[src/rtl/morse_encoder_pkg.sv]
// morse_encoder_pkg: shared definitions for the morse game datapath.
//   - Symbol codes (2 bits per symbol) reused by player2 and translator.
//   - Player 1 encoder FSM state type.
//   - Field widths of the packed word / RAM interface.
//   - classify_hold(): maps a hold length in ticks to a dot or dash.
package morse_encoder_pkg;

  localparam int unsigned WORD_W   = 10;  // five 2-bit symbols
  localparam int unsigned ADDR_W   = 4;   // ram32x10 player 1 window
  localparam int unsigned WCNT_W   = 5;   // 0..16 words
  localparam int unsigned SCNT_W   = 3;   // 0..5 symbols
  localparam int unsigned HOLD_W   = 3;   // saturating tick counter
  localparam int unsigned MAX_SYMS = 5;

  typedef logic [1:0] sym_t;

  localparam sym_t SYM_EMPTY = 2'b00;
  localparam sym_t SYM_DOT   = 2'b01;
  localparam sym_t SYM_DASH  = 2'b11;

  typedef enum logic [2:0] {
    S_IDLE,
    S_WAIT,
    S_HOLD,
    S_COMMIT,
    S_FIN
  } state_t;

  function automatic sym_t classify_hold(input logic [HOLD_W-1:0] ticks,
                                         input int unsigned dash_ticks);
    return (32'(ticks) >= dash_ticks) ? SYM_DASH : SYM_DOT;
  endfunction

endpackage

[src/rtl/morse_encoder_if.sv]
// morse_encoder_if: player 1 RAM write bus plus encoder status.
//   q          - packed symbol word (RAM data)
//   wren       - one-cycle RAM write strobe
//   addr       - RAM write address
//   word_count - words written so far (0..16)
//   sym_count  - symbols in the current word (0..5)
//   overflow   - a 6th symbol was dropped from the current word
//   finished   - player 1 input complete
// master: driven by morse_encoder; slave: RAM / top-level consumer.
interface morse_encoder_if;
  import morse_encoder_pkg::*;

  logic [WORD_W-1:0] q;
  logic              wren;
  logic [ADDR_W-1:0] addr;
  logic [WCNT_W-1:0] word_count;
  logic [SCNT_W-1:0] sym_count;
  logic              overflow;
  logic              finished;

  modport master (
    output q, wren, addr, word_count, sym_count, overflow, finished
  );

  modport slave (
    input q, wren, addr, word_count, sym_count, overflow, finished
  );

endinterface

[src/rtl/morse_encoder_key_sync.sv]
// key_sync: two-flop synchronizer for an active-low asynchronous key,
// followed by a registered edge detector.
//   clock    - CLOCK_50
//   resetn   - synchronous active-low reset
//   pin_n    - raw key input, active low
//   pressed  - one-cycle pulse on the press (falling) edge
//   released - one-cycle pulse on the release (rising) edge
// Pin to pulse latency: 2 synchronizer cycles + 1 edge-register cycle.
module key_sync (
  input  logic clock,
  input  logic resetn,
  input  logic pin_n,
  output logic pressed,
  output logic released
);

  logic sync1_q, sync1_d;
  logic sync2_q, sync2_d;
  logic prev_q, prev_d;
  logic pressed_q, pressed_d;
  logic released_q, released_d;

  always_comb begin
    sync1_d    = pin_n;
    sync2_d    = sync1_q;
    prev_d     = sync2_q;
    pressed_d  = prev_q & ~sync2_q;
    released_d = ~prev_q & sync2_q;
  end

  // Synchronizer resets to the idle (released) level so leaving reset
  // never fabricates an edge.
  always_ff @(posedge clock) begin
    if (!resetn) begin
      sync1_q    <= 1'b1;
      sync2_q    <= 1'b1;
      prev_q     <= 1'b1;
      pressed_q  <= 1'b0;
      released_q <= 1'b0;
    end else begin
      sync1_q    <= sync1_d;
      sync2_q    <= sync2_d;
      prev_q     <= prev_d;
      pressed_q  <= pressed_d;
      released_q <= released_d;
    end
  end

  assign pressed  = pressed_q;
  assign released = released_q;

endmodule

[src/rtl/morse_encoder.sv]
// morse_encoder: player 1 front end of the morse game.
// Turns key hold lengths into dot/dash symbols packed five to a 10-bit
// word and writes completed words into ram32x10.
//   clock   - CLOCK_50
//   resetn  - synchronous active-low reset
//   tick    - 2 Hz one-cycle enable from rate_divider
//   enable  - high while the top FSM is in S_P1TURN
//   key_n   - symbol key (hold length selects dot/dash), active low
//   next_n  - commit current word, active low
//   done_n  - commit current word (if any) and finish, active low
//   bus     - RAM write bus and status (morse_encoder_if.master)
module morse_encoder
  import morse_encoder_pkg::*;
#(
  parameter int unsigned DASH_TICKS = 3,
  parameter int unsigned MAX_WORDS  = 16
) (
  input  logic            clock,
  input  logic            resetn,
  input  logic            tick,
  input  logic            enable,
  input  logic            key_n,
  input  logic            next_n,
  input  logic            done_n,
  morse_encoder_if.master bus
);

  localparam logic [WCNT_W-1:0] MAX_WC  = WCNT_W'(MAX_WORDS);
  localparam logic [SCNT_W-1:0] FULL_SC = SCNT_W'(MAX_SYMS);

  logic key_pressed, key_released;
  logic next_pressed, done_pressed;
  logic unused_next_released, unused_done_released;

  key_sync u_key_sync (
    .clock    (clock),
    .resetn   (resetn),
    .pin_n    (key_n),
    .pressed  (key_pressed),
    .released (key_released)
  );

  key_sync u_next_sync (
    .clock    (clock),
    .resetn   (resetn),
    .pin_n    (next_n),
    .pressed  (next_pressed),
    .released (unused_next_released)
  );

  key_sync u_done_sync (
    .clock    (clock),
    .resetn   (resetn),
    .pin_n    (done_n),
    .pressed  (done_pressed),
    .released (unused_done_released)
  );

  state_t state_q, state_d;

  logic [WORD_W-1:0] q_q, q_d;
  logic [SCNT_W-1:0] sym_count_q, sym_count_d;
  logic              overflow_q, overflow_d;
  logic [HOLD_W-1:0] hold_ticks_q, hold_ticks_d;
  logic [ADDR_W-1:0] addr_q, addr_d;
  logic [WCNT_W-1:0] word_count_q, word_count_d;
  logic              from_done_q, from_done_d;

  logic [WCNT_W-1:0] word_inc;
  assign word_inc = word_count_q + WCNT_W'(1);

  // State register
  always_ff @(posedge clock) begin
    if (!resetn) state_q <= S_IDLE;
    else         state_q <= state_d;
  end

  // Next-state logic
  always_comb begin
    state_d = state_q;
    if (!enable) begin
      state_d = S_IDLE;
    end else begin
      unique case (state_q)
        S_IDLE: state_d = S_WAIT;
        S_WAIT: begin
          // done beats next; a key press alongside either is dropped.
          if (done_pressed)
            state_d = (sym_count_q != '0) ? S_COMMIT : S_FIN;
          else if (next_pressed && (sym_count_q != '0))
            state_d = S_COMMIT;
          else if (key_pressed && !next_pressed)
            state_d = S_HOLD;
        end
        S_HOLD: begin
          if (key_released) state_d = S_WAIT;
        end
        S_COMMIT: begin
          state_d = (from_done_q || (word_inc == MAX_WC)) ? S_FIN : S_WAIT;
        end
        S_FIN:   state_d = S_FIN;
        default: state_d = S_IDLE;
      endcase
    end
  end

  // Datapath next-values
  always_comb begin
    q_d          = q_q;
    sym_count_d  = sym_count_q;
    overflow_d   = overflow_q;
    hold_ticks_d = hold_ticks_q;
    addr_d       = addr_q;
    word_count_d = word_count_q;
    from_done_d  = from_done_q;

    if (!enable || (state_q == S_IDLE)) begin
      // Abandoning the turn discards any partial word.
      q_d          = {5{SYM_EMPTY}};
      sym_count_d  = '0;
      overflow_d   = 1'b0;
      hold_ticks_d = '0;
      addr_d       = '0;
      word_count_d = '0;
      from_done_d  = 1'b0;
    end else begin
      unique case (state_q)
        S_WAIT: begin
          if (done_pressed || next_pressed)
            from_done_d = done_pressed;
          else if (key_pressed)
            hold_ticks_d = '0;
        end
        S_HOLD: begin
          // A tick coincident with the release is deliberately not counted.
          if (key_released) begin
            if (sym_count_q == FULL_SC) begin
              overflow_d = 1'b1;
            end else begin
              q_d         = {q_q[WORD_W-3:0], classify_hold(hold_ticks_q, DASH_TICKS)};
              sym_count_d = sym_count_q + SCNT_W'(1);
            end
          end else if (tick && (hold_ticks_q != '1)) begin
            hold_ticks_d = hold_ticks_q + HOLD_W'(1);
          end
        end
        S_COMMIT: begin
          q_d          = {5{SYM_EMPTY}};
          sym_count_d  = '0;
          overflow_d   = 1'b0;
          word_count_d = word_inc;
          // Hold the last address instead of wrapping past the window.
          if (word_inc < MAX_WC) addr_d = addr_q + ADDR_W'(1);
        end
        default: ;
      endcase
    end
  end

  always_ff @(posedge clock) begin
    if (!resetn) begin
      q_q          <= '0;
      sym_count_q  <= '0;
      overflow_q   <= 1'b0;
      hold_ticks_q <= '0;
      addr_q       <= '0;
      word_count_q <= '0;
      from_done_q  <= 1'b0;
    end else begin
      q_q          <= q_d;
      sym_count_q  <= sym_count_d;
      overflow_q   <= overflow_d;
      hold_ticks_q <= hold_ticks_d;
      addr_q       <= addr_d;
      word_count_q <= word_count_d;
      from_done_q  <= from_done_d;
    end
  end

  // Outputs
  always_comb begin
    bus.q          = q_q;
    bus.sym_count  = sym_count_q;
    bus.overflow   = overflow_q;
    bus.addr       = addr_q;
    bus.word_count = word_count_q;
    bus.wren       = (state_q == S_COMMIT);
    bus.finished   = (state_q == S_FIN);
  end

endmodule

[src/flat_wrapper.sv]
// flat-port wrapper written by rule: the top's interface ports become plain ports
module morse_encoder_flat import morse_encoder_pkg::*;
#(
  parameter int unsigned DASH_TICKS = 3,
  parameter int unsigned MAX_WORDS  = 16
)
  (clock, resetn, tick, enable, key_n, next_n, done_n, bus_q, bus_wren, bus_addr, bus_word_count, bus_sym_count, bus_overflow, bus_finished);
  morse_encoder_if bus_i ();
  input  logic clock;
  input  logic resetn;
  input  logic tick;
  input  logic enable;
  input  logic key_n;
  input  logic next_n;
  input  logic done_n;
  output wire logic [$bits(bus_i.q)-1:0] bus_q;
  output wire logic [$bits(bus_i.wren)-1:0] bus_wren;
  output wire logic [$bits(bus_i.addr)-1:0] bus_addr;
  output wire logic [$bits(bus_i.word_count)-1:0] bus_word_count;
  output wire logic [$bits(bus_i.sym_count)-1:0] bus_sym_count;
  output wire logic [$bits(bus_i.overflow)-1:0] bus_overflow;
  output wire logic [$bits(bus_i.finished)-1:0] bus_finished;
  assign bus_q = bus_i.q;
  assign bus_wren = bus_i.wren;
  assign bus_addr = bus_i.addr;
  assign bus_word_count = bus_i.word_count;
  assign bus_sym_count = bus_i.sym_count;
  assign bus_overflow = bus_i.overflow;
  assign bus_finished = bus_i.finished;
  morse_encoder #(.DASH_TICKS(DASH_TICKS), .MAX_WORDS(MAX_WORDS)) u_core (.clock(clock), .resetn(resetn), .tick(tick), .enable(enable), .key_n(key_n), .next_n(next_n), .done_n(done_n), .bus(bus_i));
endmodule
[config.mk]
export PLATFORM = sky130hd
export DESIGN_NAME = morse_encoder_flat
export DESIGN_NICKNAME = d
export VERILOG_FILES = /design/src/rtl/morse_encoder_pkg.sv /design/src/rtl/morse_encoder_if.sv /design/src/rtl/morse_encoder_key_sync.sv /design/src/rtl/morse_encoder.sv /design/src/flat_wrapper.sv
export SDC_FILE = /design/constraint.sdc
export NUM_CORES = 1
export LEC_CHECK = 0
export ABC_AREA = 1
export CAP_MARGIN = 20
export CORE_MARGIN = 1.5
export CORE_UTILIZATION = 25
export DETAILED_ROUTE_END_ITERATION = 16
export PLACE_DENSITY = 0.5
export SKIP_CTS_REPAIR_TIMING = 1
export SLEW_MARGIN = 20
export SYNTH_ARGS = -nofsm -noshare
export SYNTH_HDL_FRONTEND = slang
export SYNTH_SLANG_ARGS = --single-unit
[constraint.sdc]
create_clock -name clock -period 3.98 [get_ports clock]
set_input_delay 0.796 -clock clock [delete_from_list [all_inputs] [get_ports clock]]
set_output_delay 0.796 -clock clock [all_outputs]
set_load 0.02 [all_outputs]
==> metrics.txt <==
sequential fraction of the synthesis area 45.3%; via/cell ratio 4.22; DIE HEIGHT 90.2 microns; Avg Synthesized Cell Area 8.34 sq um; Slew @ Worst Pin 0.507 ns; CTS buffer count 5; drt drc 0; power density over the cells 320 nW/um^2; clock root buffer clkbuf_8; Die Area 8130 sq um; Finished Layout Cells 361; LEAKAGE 0.000890 uW; CP Launch Type flip-flop; Inst Count DP 353; chip width 90.2 microns; antenna violations before repair 0; status completed; syn nets 243; hpwl dp 2.72 mm; Area Overhead vs Synth 25.7%; Buffers on Ports 31; H-tree depth 2; Sum Neg Setup Slack 0 ns; largest net degree at the start of global routing 19; Distinct cells, synth 26; GP Congestion 0.735; Yosys reg bits 43; # rows 31; Final Max Tran Viols 0; post-route cell area 2390 sq um; Max VDD drop 0.000176 V; final core utilization 32.8%; clk sinks 43; Longest Clk Path Bufs 2; Fillers 815; DP Area 2300 sq um; Tcrit/Tclk final 67.2%; Crit Path Max Fanout 18; First-pass DRT Iterations 4; core area 7290 sq um; MaxCap Viol Count 0; Mapped Area 1900 sq um; GRT Resource Usage Total 9.71%; Worst setup EP type primary output; synth warn 0; Hold/Removal Path Class reg -> reg; Data arrival, critical path 1.88 ns; clock-pin slew of the registers on the worst-case setup and hold paths 0.08 ns; starting density of the core 26.1%; RSZ-0062 raised after global routing false; count of final setup violators 0; CTS tree done; Worst Skew 0.00854 ns; layout cells sized above 1 12.2%; total number of vias 1524; Mapped Cells 228; worst skew pair latency 0.29 ns; Achievable Freq 374 MHz; relative slew slack 66.1%; grt ovf 0; 1st-iter DRT viols 50; Nets 276; drt wl/cell 10.2 microns; Critical Path RT 3.18 ns; antenna viol nets, final 0; Hold Violations, Final 0; antenna cells 0; Total Routed Length 3.69 mm; fin crit period 2.67 ns; number of global-route vias before repair 1429; type of the worst setup path reg -> out; I/O Pins 32; first-pass GRT wire length 6.53 mm
[metal layers]
layer | vias up | track usage, % | part of all wire, %
li1 | 820 | - | -
met5 | - | 0 | 0
met1 | 673 | 12.8 | 50
met4 | 0 | 2.78 | 0.57
met2 | 29 | 15.3 | 45
met3 | 2 | 2.88 | 4.4
[cell type report]
class | count | area [sq um] | share of cell area, %
Clock buffer | 5 | 68.8 | 2.88
Timing Repair Buffer | 31 | 310 | 13.0
Multi-Input combinational cell | 146 | 875 | 36.6
Tap cell | 99 | 124 | 5.18
Clock inverter | 3 | 23.8 | 0.995
Sequential cell | 43 | 861 | 36.0
Inverter | 34 | 128 | 5.34
[cell usage in the layout (no fill, tap or decap)]
master           netlist  final
a21oi_1               29     29
clkbuf_8               0      5
clkdlybuf4s50_1        0     31
clkinvlp_4             0      2
dfxtp_1               43     43
ha_1                   8      8
inv_1                 29     29
inv_2                  5      5
inv_6                  0      1
nand2_1               33     33
nand2_2                1      1
nand3_1                6      6
nand3_2                3      3
nand3_4                3      3
nand4_1               12     12
nor2_1                17     17
nor2_4                 2      2
nor3_1                 3      3
nor3_4                 1      1
o2111ai_1              1      1
o211a_1                1      1
o211ai_1               2      2
o21a_1                 1      1
o21ai_0               11     11
o31ai_4                1      1
or2_2                  8      8
xnor2_1                1      1
xor2_1                 2      2
[cell usage after synthesis]
master / number / area, sq um
xor2_1: 2 / 17.5
o21a_1: 1 / 7.51
o2111ai_1: 1 / 8.76
a21oi_1: 29 / 145
buf_2: 3 / 15.0
nor3_4: 1 / 16.3
nand4_1: 12 / 75.1
buf_6: 2 / 22.5
nor2_4: 2 / 22.5
nor2_1: 17 / 63.8
nor3_1: 3 / 15.0
nand3_2: 3 / 30.0
o211ai_1: 2 / 15.0
nand2_2: 1 / 6.26
xnor2_1: 1 / 8.76
dfxtp_1: 43 / 861
nand3_4: 3 / 52.6
o21ai_0: 11 / 55.1
nand3_1: 6 / 30.0
ha_1: 8 / 100
o211a_1: 1 / 10.0
nand2_1: 33 / 124
or2_2: 8 / 50.1
inv_1: 29 / 109
o31ai_4: 1 / 21.3
inv_2: 5 / 18.8
[worst max-delay path, cell delays in order (launching register included)]
cell and delay [ns]:
dfxtp_1 0.37, inv_2 0.14, nand3_4 0.21, inv_2 0.23, clkdlybuf4s50_1 0.64
[stage by stage]
stage	power, uW	hold slack [ns]	setup slack (ns)
finish	764	0.409	1.31
detailed placement	495	0.398	1.60
floorplan	483	0.389	2.34
CTS	781	0.413	1.28
global route	804	0.432	1.19
global placement	495	0.394	1.65
[where the power goes]
| part | leakage (uW) | switching, uW | internal [uW] | total (uW) |
|---|---|---|---|---|
| sequential | 0.000349 | 4.18 | 436 | 440 |
| combinational | 0.000500 | 26.1 | 18.0 | 44.1 |
| clock | 0.0000408 | 154 | 125 | 280 |
[state kept, by name, summed over array words and instances (netlist names)]
| signal | cells |
|---|---|
| u_core.u_done_sync.sync1_q | 1 |
| u_core.u_key_sync.sync1_q | 1 |
| u_core.u_done_sync.prev_q | 1 |
| u_core.u_next_sync.sync1_q | 1 |
| u_core.bus.overflow | 1 |
| u_core.bus.addr | 4 |
| u_core.u_key_sync.pressed | 1 |
| u_core.u_next_sync.prev_d | 1 |
| u_core.u_key_sync.prev_q | 1 |
| u_core.bus.word_count | 5 |
| u_core.u_done_sync.prev_d | 1 |
| u_core.u_key_sync.released | 1 |
| u_core.u_key_sync.prev_d | 1 |
| u_core.u_next_sync.pressed | 1 |
| u_core.u_next_sync.prev_q | 1 |
| u_core.bus.sym_count | 3 |
| u_core.hold_ticks_q | 3 |
| u_core.from_done_q | 1 |
| u_core.state_q | 3 |
| u_core.bus.q | 10 |
| u_core.u_done_sync.pressed | 1 |
[logic make-up (layout without fill, tap and decap cells)]
kind of cell,Yosys count,count (layout),share of synthesized area [%]
adder cells (fa/ha/maj),8,8,5.27
AND/OR/NAND/NOR,89,89,25.5
AO/OA/AOI/OAI,46,46,13.8
buffers and inverters,39,73,8.69
flip-flops,43,43,45.3
XOR/XNOR,3,3,1.38
[final timing paths]
kind              cells past startpoint                                     to  slack [ns]                                  from
hold / removal                        2  u_core.u_done_sync.pressed$_SDFF_PN0_        0.41  u_core.u_done_sync.prev_q$_SDFF_PN1_
hold reg to reg                       2  u_core.u_done_sync.pressed$_SDFF_PN0_        0.41  u_core.u_done_sync.prev_q$_SDFF_PN1_
setup reg to reg                      7   u_core.bus.sym_count[0]$_SDFFE_PP0P_        2.11        u_core.state_q[2]$_SDFFE_PN0P_
setup / recovery                      4                               bus_wren        1.31        u_core.state_q[2]$_SDFFE_PN0P_
No activity file was read; power rests on OpenSTA's default activity.
